[config.mk]
export PLATFORM = sky130hd
export DESIGN_NAME = gci_node_irq_req_flat
export DESIGN_NICKNAME = d
export VERILOG_FILES = /design/src/rtl/gci_node_irq_req_pkg.sv /design/src/rtl/gci_node_irq_req_if.sv /design/src/rtl/gci_irq_cause_fifo.sv /design/src/rtl/gci_node_irq_req.sv /design/src/flat_wrapper.sv
export SDC_FILE = /design/constraint.sdc
export NUM_CORES = 1
export LEC_CHECK = 0
export CORE_UTILIZATION = 51
export DETAILED_ROUTE_END_ITERATION = 10
export PLACE_DENSITY = 0.75
export SYNTH_ARGS = -nofsm -noshare
export SYNTH_HDL_FRONTEND = slang
export SYNTH_SLANG_ARGS = --single-unit
[constraint.sdc]
create_clock -name iCLOCK -period 2.2 [get_ports iCLOCK]
set_input_delay 0.33 -clock iCLOCK [delete_from_list [all_inputs] [get_ports iCLOCK]]
set_output_delay 0.33 -clock iCLOCK [all_outputs]
set_load 0.01 [all_outputs]
[src/rtl/gci_node_irq_req_pkg.sv]
// Shared constants and helpers for the per-node GCI interrupt request front end.
package gci_node_irq_req_pkg;

    localparam int GCI_IRQ_FIFO_DEPTH   = 8;
    localparam int GCI_IRQ_FIFO_DEPTH_N = 3;
    localparam int GCI_IRQ_CAUSE_W      = 8;
    localparam int GCI_IRQ_OVF_W        = 8;

    // Statistics counters stick at all-ones instead of wrapping back to zero.
    function automatic logic [GCI_IRQ_OVF_W-1:0] satInc(input logic [GCI_IRQ_OVF_W-1:0] value);
        return (&value) ? value : value + GCI_IRQ_OVF_W'(1);
    endfunction

endpackage

[src/rtl/gci_node_irq_req_if.sv]
// Device-event and arbiter handshake bundle between a GCI node and its IRQ front end.
interface gci_node_irq_req_if #(
    parameter int CAUSE_W = 8
);

    logic               devIrqReq;
    logic [CAUSE_W-1:0] devIrqCause;
    logic               nodeIrqBusy;
    logic               nodeIrq;
    logic               nodeAck;

    modport master (
        output devIrqReq,
        output devIrqCause,
        output nodeIrqBusy,
        output nodeAck,
        input  nodeIrq
    );

    modport slave (
        input  devIrqReq,
        input  devIrqCause,
        input  nodeIrqBusy,
        input  nodeAck,
        output nodeIrq
    );

endinterface

[src/rtl/gci_irq_cause_fifo.sv]
// Circular DEPTH x CAUSE_W cause buffer with a separate occupancy counter.
// The caller guarantees push is never issued when full without a pop, nor pop when empty.
module gci_irq_cause_fifo
    import gci_node_irq_req_pkg::*;
#(
    parameter int DEPTH   = GCI_IRQ_FIFO_DEPTH,
    parameter int DEPTH_N = GCI_IRQ_FIFO_DEPTH_N,
    parameter int CAUSE_W = GCI_IRQ_CAUSE_W
) (
    input  logic               iCLOCK,
    input  logic               inRESET,
    input  logic               push,
    input  logic               pop,
    input  logic               flush,
    input  logic [CAUSE_W-1:0] wrData,
    output logic [CAUSE_W-1:0] rdData,
    output logic [DEPTH_N:0]   count,
    output logic               full,
    output logic               empty
);

    localparam logic [DEPTH_N:0] FullCount = (DEPTH_N+1)'(DEPTH);

    logic [CAUSE_W-1:0] mem [DEPTH];
    logic [DEPTH_N-1:0] wrPtr;
    logic [DEPTH_N-1:0] rdPtr;

    always_ff @(posedge iCLOCK or negedge inRESET) begin
        if (!inRESET) begin
            wrPtr <= '0;
            rdPtr <= '0;
            count <= '0;
        end else if (flush) begin
            wrPtr <= '0;
            rdPtr <= '0;
            count <= '0;
        end else begin
            if (push) wrPtr <= wrPtr + DEPTH_N'(1);
            if (pop)  rdPtr <= rdPtr + DEPTH_N'(1);
            case ({push, pop})
                2'b10:   count <= count + (DEPTH_N+1)'(1);
                2'b01:   count <= count - (DEPTH_N+1)'(1);
                default: count <= count;
            endcase
        end
    end

    // Storage is deliberately left unreset; only the pointers define validity.
    always_ff @(posedge iCLOCK) begin
        if (push && !flush) mem[wrPtr] <= wrData;
    end

    assign rdData = mem[rdPtr];
    assign full   = (count == FullCount);
    assign empty  = (count == '0);

endmodule

[src/rtl/gci_node_irq_req.sv]
// Per-node IRQ request front end: queues device causes, raises a level request to the
// GCI arbiter and pops one cause per grant, keeping last-cause and overflow statistics.
module gci_node_irq_req
    import gci_node_irq_req_pkg::*;
#(
    parameter int DEPTH   = GCI_IRQ_FIFO_DEPTH,
    parameter int DEPTH_N = GCI_IRQ_FIFO_DEPTH_N,
    parameter int CAUSE_W = GCI_IRQ_CAUSE_W
) (
    input  logic                     iCLOCK,
    input  logic                     inRESET,
    input  logic                     iCTRL_ENABLE,
    input  logic                     iCTRL_FLUSH,
    gci_node_irq_req_if.slave        bus,
    output logic [CAUSE_W-1:0]       oLAST_CAUSE,
    output logic                     oLAST_CAUSE_VALID,
    output logic [DEPTH_N:0]         oPENDING_COUNT,
    output logic                     oOVERFLOW,
    output logic [GCI_IRQ_OVF_W-1:0] oOVERFLOW_COUNT
);

    logic               fifoFull;
    logic               fifoEmpty;
    logic [CAUSE_W-1:0] headCause;
    logic               popNow;
    logic               pushNow;
    logic               dropNow;

    // Flush wins over everything; a pop frees a slot so a full queue can still accept.
    always_comb begin
        bus.nodeIrq = !fifoEmpty && iCTRL_ENABLE && !bus.nodeIrqBusy;
        popNow      = bus.nodeAck && bus.nodeIrq && !iCTRL_FLUSH;
        pushNow     = bus.devIrqReq && (!fifoFull || popNow) && !iCTRL_FLUSH;
        dropNow     = bus.devIrqReq && fifoFull && !popNow && !iCTRL_FLUSH;
    end

    gci_irq_cause_fifo #(
        .DEPTH   (DEPTH),
        .DEPTH_N (DEPTH_N),
        .CAUSE_W (CAUSE_W)
    ) causeFifo (
        .iCLOCK  (iCLOCK),
        .inRESET (inRESET),
        .push    (pushNow),
        .pop     (popNow),
        .flush   (iCTRL_FLUSH),
        .wrData  (bus.devIrqCause),
        .rdData  (headCause),
        .count   (oPENDING_COUNT),
        .full    (fifoFull),
        .empty   (fifoEmpty)
    );

    // A flush only invalidates the last cause; the stale value stays visible.
    always_ff @(posedge iCLOCK or negedge inRESET) begin
        if (!inRESET) begin
            oLAST_CAUSE       <= '0;
            oLAST_CAUSE_VALID <= 1'b0;
        end else if (iCTRL_FLUSH) begin
            oLAST_CAUSE_VALID <= 1'b0;
        end else if (popNow) begin
            oLAST_CAUSE       <= headCause;
            oLAST_CAUSE_VALID <= 1'b1;
        end
    end

    always_ff @(posedge iCLOCK or negedge inRESET) begin
        if (!inRESET) begin
            oOVERFLOW       <= 1'b0;
            oOVERFLOW_COUNT <= '0;
        end else if (iCTRL_FLUSH) begin
            oOVERFLOW       <= 1'b0;
            oOVERFLOW_COUNT <= '0;
        end else if (dropNow) begin
            oOVERFLOW       <= 1'b1;
            oOVERFLOW_COUNT <= satInc(oOVERFLOW_COUNT);
        end
    end

endmodule

[src/flat_wrapper.sv]
// flat-port wrapper written by rule: the top's interface ports become plain ports
module gci_node_irq_req_flat import gci_node_irq_req_pkg::*;
#(
    parameter int DEPTH   = GCI_IRQ_FIFO_DEPTH,
    parameter int DEPTH_N = GCI_IRQ_FIFO_DEPTH_N,
    parameter int CAUSE_W = GCI_IRQ_CAUSE_W
)
  (iCLOCK, inRESET, iCTRL_ENABLE, iCTRL_FLUSH, oLAST_CAUSE, oLAST_CAUSE_VALID, oPENDING_COUNT, oOVERFLOW, oOVERFLOW_COUNT, bus_devIrqReq, bus_devIrqCause, bus_nodeIrqBusy, bus_nodeAck, bus_nodeIrq);
  gci_node_irq_req_if #(.CAUSE_W(CAUSE_W)) bus_i ();
  input  logic iCLOCK;
  input  logic inRESET;
  input  logic iCTRL_ENABLE;
  input  logic iCTRL_FLUSH;
  output logic [CAUSE_W-1:0] oLAST_CAUSE;
  output logic oLAST_CAUSE_VALID;
  output logic [DEPTH_N:0] oPENDING_COUNT;
  output logic oOVERFLOW;
  output logic [GCI_IRQ_OVF_W-1:0] oOVERFLOW_COUNT;
  input wire logic [$bits(bus_i.devIrqReq)-1:0] bus_devIrqReq;
  input wire logic [$bits(bus_i.devIrqCause)-1:0] bus_devIrqCause;
  input wire logic [$bits(bus_i.nodeIrqBusy)-1:0] bus_nodeIrqBusy;
  input wire logic [$bits(bus_i.nodeAck)-1:0] bus_nodeAck;
  output wire logic [$bits(bus_i.nodeIrq)-1:0] bus_nodeIrq;
  assign bus_i.devIrqReq = bus_devIrqReq;
  assign bus_i.devIrqCause = bus_devIrqCause;
  assign bus_i.nodeIrqBusy = bus_nodeIrqBusy;
  assign bus_i.nodeAck = bus_nodeAck;
  assign bus_nodeIrq = bus_i.nodeIrq;
  gci_node_irq_req #(.DEPTH(DEPTH), .DEPTH_N(DEPTH_N), .CAUSE_W(CAUSE_W)) u_core (.iCLOCK(iCLOCK), .inRESET(inRESET), .iCTRL_ENABLE(iCTRL_ENABLE), .iCTRL_FLUSH(iCTRL_FLUSH), .bus(bus_i), .oLAST_CAUSE(oLAST_CAUSE), .oLAST_CAUSE_VALID(oLAST_CAUSE_VALID), .oPENDING_COUNT(oPENDING_COUNT), .oOVERFLOW(oOVERFLOW), .oOVERFLOW_COUNT(oOVERFLOW_COUNT));
endmodule
# Yosys cells after proc, flatten, opt, wreduce, memory -nomap -nowiden
# Memories as Yosys holds them, arrays and structs flattened. A register that Yosys moved wholly into a read port is not among the register bits.
# Cells that the tools add are included.
dict set report totals {
  register_bits 20
  ramBits 64
  input_bits 15
  output_inout_bits 23
  wordCells 57
  n_memories 1
}
dict set report op_classes {
  addsub 5
  n_eq_ne 4
  mux 15
  bitwise_logic 1
  n_reduce_logical 25
}
# name depth word_bits rd rd_ports_with_merged_regs write_ports line
set memory_table {}
lappend memory_table {u_core.causeFifo.mem 8 8 1 1 1 gci_irq_cause_fifo.sv:24} ;# logic [CAUSE_W-1:0] mem [DEPTH];
# cell count
set ops {}
lappend ops {{8-bit 2-to-1 mux} 3}
lappend ops {{3-bit 2-to-1 mux} 4}
lappend ops {{1-bit logical AND} 10}
lappend ops {{8-bit by 1-bit adder with 8-bit output, second input constant} 1}
lappend ops {{4-bit one-hot mux with 2 select lines} 1}
lappend ops {{8-bit AND reduction} 1}
lappend ops {{3-bit by 1-bit adder with 3-bit output, second input constant} 2}
lappend ops {{1-bit logical NOT} 6}
lappend ops {{1-bit 2-to-1 mux} 6}
lappend ops {{2-bit nonzero test} 3}
lappend ops {{4-bit by 1-bit adder with 4-bit output, second input constant} 1}
lappend ops {{4-bit equality test, second input constant} 1}
lappend ops {{4-bit logical NOT} 1}
lappend ops {{4-bit 2-to-1 mux} 1}
lappend ops {{2-bit AND reduction} 2}
lappend ops {{4-bit by 1-bit subtractor with 4-bit output, second input constant} 1}
lappend ops {{3-bit nonzero test} 1}
lappend ops {{2-bit by 1-bit equality test with 1-bit output, second input constant} 1}
lappend ops {{2-bit equality test, second input constant} 1}
lappend ops {{2-bit != test, second input constant} 1}
lappend ops {{1-bit logical OR} 1}
lappend ops {{1-bit NOT} 1}

# Logic depth before layout (Yosys ltp)
# Gate-level depths: netlist (run 1).
dict set report depth {
  ltp_word 12
  depth_mapped 8
  ltp_nobuf 7
}

# Modules after synthesis
# From an unflattened synthesis (run 1), not the netlist that was laid out.
dict set report unflattened {
  cells_unflattened 245
  area_unflattened_um2 3992.6
}
# module instances cells_per_inst area_each_um2 seq_area_each_um2
set by_module_without_submodules {}
lappend by_module_without_submodules {gci_irq_cause_fifo 1 171 3145.5 2172.1}
lappend by_module_without_submodules {gci_node_irq_req 1 74 847.1 450.4}

# Least setup slack after synthesis (run 1)
# No wires, ideal clock.
dict set report synth_path {
  path_kind {flip-flop to flip-flop}
  from {register u_core.causeFifo.count[1]}
  to {memory u_core.causeFifo.mem[2][0], enable pin}
  setup_ps 395
  arrival_ps 1995
  required_time_ps 1805
  setup_slack_ps -190
  path_stages_with_launch 5
  path_buffers 0
  synth_period_minus_slack_ps 2390
  cell_sequence {dfrtp_1 -> nor3_4 -> a31oi_2 -> nand2_1 -> nor4_1}
}
dict set report synth_via {
  elab_chain_len 12
  elab_cells_between_ends 14
  cone_classes {eq/ne: 1; mux: 2; reduce/logical: 11}
}
# item line
set synth_lines {}
lappend synth_lines {{from (decl)} gci_irq_cause_fifo.sv:17} ;# output logic [DEPTH_N:0] count,
lappend synth_lines {{from (signal assigned)} gci_irq_cause_fifo.sv:41} ;# 2'b10: count <= count + (DEPTH_N+1)'(1);
lappend synth_lines {{from (signal assigned)} gci_irq_cause_fifo.sv:42} ;# 2'b01: count <= count - (DEPTH_N+1)'(1);
lappend synth_lines {{from (signal assigned)} gci_irq_cause_fifo.sv:43} ;# default: count <= count;
lappend synth_lines {{4-bit logical NOT} gci_irq_cause_fifo.sv:55} ;# assign empty = (count == '0);
lappend synth_lines {{1-bit logical NOT} gci_node_irq_req.sv:31} ;# bus.nodeIrq = !fifoEmpty && iCTRL_ENABLE && !bus.nodeIrqBusy;
lappend synth_lines {{1-bit logical AND (2 in series)} gci_node_irq_req.sv:31}
lappend synth_lines {{1-bit logical AND (2 in series)} gci_node_irq_req.sv:32} ;# popNow = bus.nodeAck && bus.nodeIrq && !iCTRL_FLUSH;
lappend synth_lines {{1-bit logical OR (*)} gci_node_irq_req.sv:33} ;# pushNow = bus.devIrqReq && (!fifoFull || popNow) && !iCTRL_FLUSH;
lappend synth_lines {{1-bit logical AND (*) (2 in series)} gci_node_irq_req.sv:33}
lappend synth_lines {{1-bit logical AND (*)} gci_irq_cause_fifo.sv:50} ;# if (push && !flush) mem[wrPtr] <= wrData;
lappend synth_lines {{1-bit 2-to-1 mux (*)} gci_irq_cause_fifo.sv:50}
lappend synth_lines {{1-bit 2-to-1 mux (implied by the code) (*)} gci_irq_cause_fifo.sv:50}
lappend synth_lines {{to (decl)} gci_irq_cause_fifo.sv:24}
# Mark *: on every way between the ends. The rest lies on a longest branch, timed or not.

# Worst setup path in the final report (run 1)
dict set report layout_path {
  from {register u_core.causeFifo.count[1]}
  to {output port bus_nodeIrq}
}
dict set report layout_via {
  elab_chain_len 4
}
# item line
set layout_lines {}
lappend layout_lines {{4-bit logical NOT} gci_irq_cause_fifo.sv:55}
lappend layout_lines {{1-bit logical NOT} gci_node_irq_req.sv:31}
lappend layout_lines {{1-bit logical AND (2 in series)} gci_node_irq_req.sv:31}
lappend layout_lines {{to (decl)} flat_wrapper.sv:23} ;# output wire logic [$bits(bus_i.nodeIrq)-1:0] bus_nodeIrq;
# No other way between the ends.

==> flow_summary.toml, run 1 <==
[routing]
wl_microns = 7440
drcViolationCount = 0
first_pass_iters = 5
viasPerCell = 5.60
wl_per_cell_microns = 17.3
ant_nets = 0
num_vias = 2408
first_iter_violations = 176

[sta]
hold_viol_final = 0
rsz0062_at_grt = "no"
period_share = 0.952
period_needed_ns = 2.09
relSlewSlack = 0.617
maxSlewViolCount = 0
fin_skew_ns = 0.0138
finalSetupViolCount = 0
fmaxAchievable_mhz = 478
worst_pin_slew_ns = 0.567

[grt]
grt_first_pass_wirelength_microns = 12300
grt_max_degree = 29
grt_remaining_overflow = 0
global_route.usage.total = 0.201
antenna_found_initial = 0
first_global_vias = 2433

[critical_path]
timing.rr.start = "u_core.causeFifo.count[1]$_DFFE_PN0P_"
slowest_delay_ns = 0.47
cp_top_family = "buffers and inverters"
cp_slowest_cell = "clkdlybuf4s50_1"
cp-startpoint = "u_core.causeFifo.count[1]$_DFFE_PN0P_"
critPathArrivalTime_ns = 1.76
cp-endpoint = "bus_nodeIrq"
crit_path_end_kind = "output pin"
regToRegSetupSlack_ns = 0.25
startpoint_type = "flip-flop"
required_ns = 1.87
reg2reg_to = "u_core.causeFifo.count[3]$_DFFE_PN0P_"
reg2reg_depth = 8
cp_num_cells = 4
path_max_fanout = 3
criticalPathCategory = "reg -> out"
path_cells = "nor4_4, buf_4, nor2_1, clkdlybuf4s50_1"
path_buf_inv = 2

[final_layout]
post-route-util = 0.661
syn2layout_area_growth_pct = 23.2
drive_gt1_frac = 0.230
diodes = 0
fin_nets = 347

[cts]
cts_inserted_buffers = 9
clkTransAtPathRegs_ns = 0.10
cts_root_buffer = "clkbuf_8"
cts_sinks = 92
cts_tree = "yes"
cts_resized = 0
clk_path_buf_depth = 2
clock_latency_ns = 0.36
htree_levels = 3

[place]
place_congestion = 0.793
dp_hpwl_microns = 5100
portBuffers = 37

[yosys]
yosysSeqAreaShare = 0.663
synth_nets = 278
syn_inst = 257
syn_area_per_cell_sq_um = 15.4
ys.flop_type = "edfxtp_1"
ys_ff_latch = 92
ys_types = 50
synthesis.area_sq_um = 3950
ys_warn_count = 0
async_reset_ff_frac = 0.304
synth-edff-count = 64

[floorplanning]
dieArea_sq_um = 8110
die_height_microns = 90.1
ios = 38
rows = 31
dieWidth_microns = 90.1
initial_core_util = 0.537
fp.coreArea_sq_um = 7370

[job]
drv_cap = 0

[run_status]
run_status = "complete, no violations"

[worst_hold_path]
hold_path_class = "in -> async"

[power_and_ir_drop]
powerDensity_nw_per_um2 = 751
power.total_w = 0.00366
ir_drop_mv = 0.581
p_leak_nw = 1.72
[metal layers]
layer,up-vias,GRT usage,wire [microns],share of wire
li1,1145,-,-,-
met1,1199,0.271,3330,0.45
met2,56,0.328,3690,0.50
met3,8,0.0381,311,0.042
met4,0,0.0726,113,0.015
met5,-,0,0,0
[Yosys cell counts, types with 3 or more instances]
library cell	instances	share of area
mux4_2	16	0.091
xnor2_1	3	0.0066
inv_1	10	0.0095
mux2i_1	12	0.030
clkbuf_1	3	0.0028
dfrtp_1	28	0.18
nor2_1	21	0.020
o21ai_0	4	0.0051
buf_2	4	0.0051
a21oi_1	17	0.022
nand2_1	10	0.0095
or3_1	3	0.0047
ha_1	5	0.016
nor3_1	6	0.0076
edfxtp_1	64	0.49
nor4_1	3	0.0047
nand3_1	7	0.0089
[state kept, by name, summed over array words and instances (netlist names)]
signal and count:
u_core.oOVERFLOW_COUNT 8, u_core.causeFifo.wrPtr 3, u_core.causeFifo.rdPtr 3, u_core.causeFifo.count 4, u_core.causeFifo.mem 64, u_core.oLAST_CAUSE 8
u_core.oLAST_CAUSE_VALID 1, u_core.oOVERFLOW 1
[power breakdown]
| group | switching, W | total (W) | leakage [nW] | internal, W |
|---|---|---|---|---|
| Clock | 0.000607 | 0.00119 | 0.108 | 0.000579 |
| Combinational | 0.000214 | 0.000475 | 0.665 | 0.000261 |
| Sequential | 0.0000516 | 0.00199 | 0.947 | 0.00194 |
[cells by family after synthesis]
logic type / after synthesis / share of synthesized area
adders and majority gates: 6 / 0.0209
buffers and inverters: 22 / 0.0244
DFF: 92 / 0.663
AOI/OAI and AO/OA: 39 / 0.0655
xor gates and xnor gates: 4 / 0.00886
and+or+nand+nor: 66 / 0.0956
muxes: 28 / 0.122
[worst min-delay path by stage]
stage	start	endpoint	depth (start not counted)
finish	inRESET	u_core.oLAST_CAUSE[6]$_DFFE_PN0P_	2
global route	inRESET	u_core.oLAST_CAUSE[6]$_DFFE_PN0P_	2
CTS	inRESET	u_core.oLAST_CAUSE[6]$_DFFE_PN0P_	2
detailed placement	u_core.oLAST_CAUSE_VALID$_DFFE_PN0P_	u_core.oLAST_CAUSE_VALID$_DFFE_PN0P_	2
global placement	u_core.oOVERFLOW$_DFFE_PN0P_	u_core.oOVERFLOW$_DFFE_PN0P_	2
floorplan	inRESET	u_core.causeFifo.count[0]$_DFFE_PN0P_	0
[per-stage QoR]
step           area, sq um  worst slack, ns  TNS, ns  std cells  hold WS (ns)
6_report              4870            0.107        0        430         0.354
3_5_place_dp          4630           -0.136   -0.302        412         0.516
3_3_place_gp          4630          -0.0876  -0.0876        412         0.505
4_1_cts               4850           0.0542        0        428         0.357
5_1_grt               4870           0.0219        0        430         0.382
2_1_floorplan         3960          -0.0109  -0.0873        257        0.0344
[placed cells by master (no fill, tap or decap), types with 4 or more instances in the layout]
cell type,netlist,routed
a21oi_1,17,17
buf_4,2,33
clkbuf_8,0,10
clkdlybuf4s50_1,0,37
dfrtp_1,28,28
edfxtp_1,64,64
ha_1,5,5
inv_1,10,10
mux2i_1,12,12
mux4_2,16,16
nand2_1,10,10
nand3_1,7,7
nor2_1,21,21
nor3_1,6,6
o21ai_0,4,4
[area by class of cell]
class / instances / area (sq um)
clock buffers: 10 / 138
clock inverters: 6 / 82.6
fillers: 527 / 2500
inverters: 10 / 37.5
multi-input cells: 143 / 1250
flip-flops and latches: 92 / 2620
well taps: 99 / 124
repair buffers: 70 / 618
[what timing repair did]
action	4_1_cts	5_1_grt
buffers inserted	0	2
hold buffers	0	0
setup endpoints to repair	0	1
Note: power is estimated with default switching activity, not from simulation.
==> inputs of run 2 (changes only) <==
--- a/config.mk
+++ b/config.mk
@@ -5,6 +5,8 @@
 export SDC_FILE = /design/constraint.sdc
 export NUM_CORES = 1
 export LEC_CHECK = 0
+export ABC_AREA = 1
+export CAP_MARGIN = 5
 export CORE_UTILIZATION = 51
 export DETAILED_ROUTE_END_ITERATION = 10
 export PLACE_DENSITY = 0.75
==> run 2 against run 1 <==
  * Total power down 5.8%
  * Non-clock buffer count decreased by 10
  * Synthesized cell count increased by 36%
  * Clock-buffer cell count decreased by 1
  * Worst hold slack got worse by 0.0050 ns
  * Clock skew shrank 0.0021 ns
  * Worst setup slack improved by 0.011 ns
  * First-iteration DRC count up 5.1%
  * Fmax grew 0.54%
  * Final cell count rose by 19%
==> flow_summary.toml, run 2 <==
[yosys]
ys.flop_type = "edfxtp_1"
muxShareOfSynthArea = 0.00252
synthesis.area_sq_um = 3970
synth_common_cells = "edfxtp_1 (64), nand2_1 (52), nor2_1 (50), o21ai_0 (41), dfrtp_1 (28)"
ys_warn_count = 0
yosys.area.top_type = "edfxtp_1"
yosysSeqAreaShare = 0.660
yosysTopAreaCellShare = 0.484
synthTopCellsByArea = "edfxtp_1 (48%), dfrtp_1 (18%), o21ai_0 (5.2%)"
syn_area_per_cell_sq_um = 11.4
synth_top_family_by_area = "simple AND/OR/NAND/NOR gates"
async_reset_ff_frac = 0.304
yosys.area_share.simple = 0.162
synth_compound_area_frac = 0.109
synth_nets = 371
yosysMostFrequentCell = "edfxtp_1"
ys_ff_latch = 92
synth-edff-count = 64
synthAdderAreaFrac = 0.0208
synth-xor-area-share = 0.0132
syn_inst = 350
ys_types = 35

[grt]
antenna_found_initial = 0
grt_first_pass_wirelength_microns = 13100
first_global_vias = 2711
grt_remaining_overflow = 0
grt_max_degree = 35
global_route.usage.total = 0.208

[final_layout]
syn2layout_area_growth_pct = 20.1
post-route-util = 0.644
largest_register_ffs = 64
diodes = 0
most-common-layout-cells = "edfxtp_1 (64), nand2_1 (52), nor2_1 (50)"
reg_top3 = "u_core.causeFifo.mem x64, u_core.oLAST_CAUSE x8, u_core.oOVERFLOW_COUNT x8"
drive_gt1_frac = 0.138
fin_area_sq_um = 4770
fillerInstances = 576
largest_register = "u_core.causeFifo.mem"
final_common_cell = "edfxtp_1"
fin_nets = 430

[critical_path]
reg2reg_depth = 13
path_buf_inv = 1
cp_slowest_cell = "clkdlybuf4s50_1"
critPathArrivalTime_ns = 1.75
path_max_fanout = 5
cp_top_family = "buffers and inverters"
crit_top_cell = "nor2_1"
cp_num_cells = 5
criticalPathCategory = "reg -> out"
path_cells = "nor2_1, nand2_2, nand2_1, nor2_1, clkdlybuf4s50_1"
slowest_delay_ns = 0.55
required_ns = 1.87
startpoint_type = "flip-flop"
crit_path_end_kind = "output pin"

[place]
preCtsSetupSlack_ns = -0.0343
dp_hpwl_microns = 5320
portBuffers = 37
place_congestion = 0.798
place_area_sq_um = 4590

[routing]
first_pass_iters = 5
first_iter_violations = 185
ant_nets = 0
num_vias = 2811
viasPerCell = 5.48
drcViolationCount = 0
wl_microns = 7880
wl_per_cell_microns = 15.4

[job]
drv_cap = 0

[sta]
hold_viol_final = 0
finalSetupViolCount = 0
worst_pin_slew_ns = 0.498
maxSlewViolCount = 0
rsz0062_at_grt = "no"
fin_ws_ns = 0.118
fin_skew_ns = 0.0117
period_share = 0.946
fmaxAchievable_mhz = 480
relSlewSlack = 0.666
period_needed_ns = 2.08

[cts]
clock_latency_ns = 0.36
cts_hold_buf = 0
clk_path_buf_depth = 2
post_cts_buffers = 0
cts_root_buffer = "clkbuf_8"
cts_sinks = 92
clkTransAtPathRegs_ns = 0.09
htree_levels = 3
cts_inserted_buffers = 9
cts_resized = 0
cts_tree = "yes"

[power_and_ir_drop]
powerDensity_nw_per_um2 = 721
ir_drop_mv = 0.404
p_leak_nw = 1.89

[floorplanning]
fp.coreArea_sq_um = 7410
rows = 31
die_height_microns = 90.3
ios = 38
dieArea_sq_um = 8150
dieWidth_microns = 90.3
initial_core_util = 0.536

[worst_hold_path]
hold_path_class = "in -> async"

[run_status]
run_status = "complete, no violations"
[run 2: metal layers]
metal	GRT usage	part of all wire	routed length, microns	up-vias
li1	-	-	-	1360
met1	0.296	0.47	3680	1330
met2	0.324	0.46	3650	109
met3	0.0396	0.056	444	12
met4	0.0685	0.012	95	0
met5	0	0	0	-
[run 2: power breakdown]
part | total, W | internal, W | switching [W]
Clock | 0.00104 | 0.000424 | 0.000619
Sequential | 0.00199 | 0.00194 | 0.0000521
Combinational | 0.000411 | 0.000205 | 0.000206
[run 2: metrics by stage]
stage / instances / TNS, ns / hold slack, ns / power [W]
final: 513 / 0 / 0.349 / 0.00344
after CTS: 513 / 0 / 0.353 / 0.00346
after global routing: 513 / 0 / 0.386 / 0.00359
after global placement: 497 / 0 / 0.463 / 0.00243
after detailed placement: 497 / -0.0343 / 0.466 / 0.00244
after floorplan: 350 / 0 / 0.0344 / 0.00220
[run 2: cells by family (layout without fill, tap and decap cells)]
group / count (synthesis) / in the layout
buffers and inverters: 33 / 97
xor gates and xnor gates: 6 / 6
DFF: 92 / 92
and+or+nand+nor: 139 / 139
AOI/OAI and AO/OA: 73 / 73
adders and majority gates: 6 / 6
muxes: 1 / 1
[run 2: path summary, 6_finish.rpt]
kind	from	end	slack, ns
hold reg to reg	u_core.oLAST_CAUSE[6]$_DFFE_PN0P_	u_core.oLAST_CAUSE[6]$_DFFE_PN0P_	0.49
min in group iCLOCK	u_core.oLAST_CAUSE[6]$_DFFE_PN0P_	u_core.oLAST_CAUSE[6]$_DFFE_PN0P_	0.49
setup / recovery	u_core.causeFifo.count[1]$_DFFE_PN0P_	bus_nodeIrq	0.12
hold / removal	inRESET	u_core.causeFifo.wrPtr[1]$_DFFE_PN0P_	0.35
max in group asynchronous	inRESET	u_core.causeFifo.count[0]$_DFFE_PN0P_	1.57
setup reg to reg	u_core.causeFifo.count[1]$_DFFE_PN0P_	u_core.causeFifo.count[3]$_DFFE_PN0P_	0.19
[run 2: area by class of cell]
cell class,count,area (sq um),share of cell area
Clock buffer,9,124,0.0260
Clock inverter,7,56.3,0.0118
Inverter,21,78.8,0.0165
Multi-Input combinational cell,225,1220,0.256
Sequential cell,92,2620,0.550
Tap cell,99,124,0.0260
Timing Repair Buffer,60,543,0.114
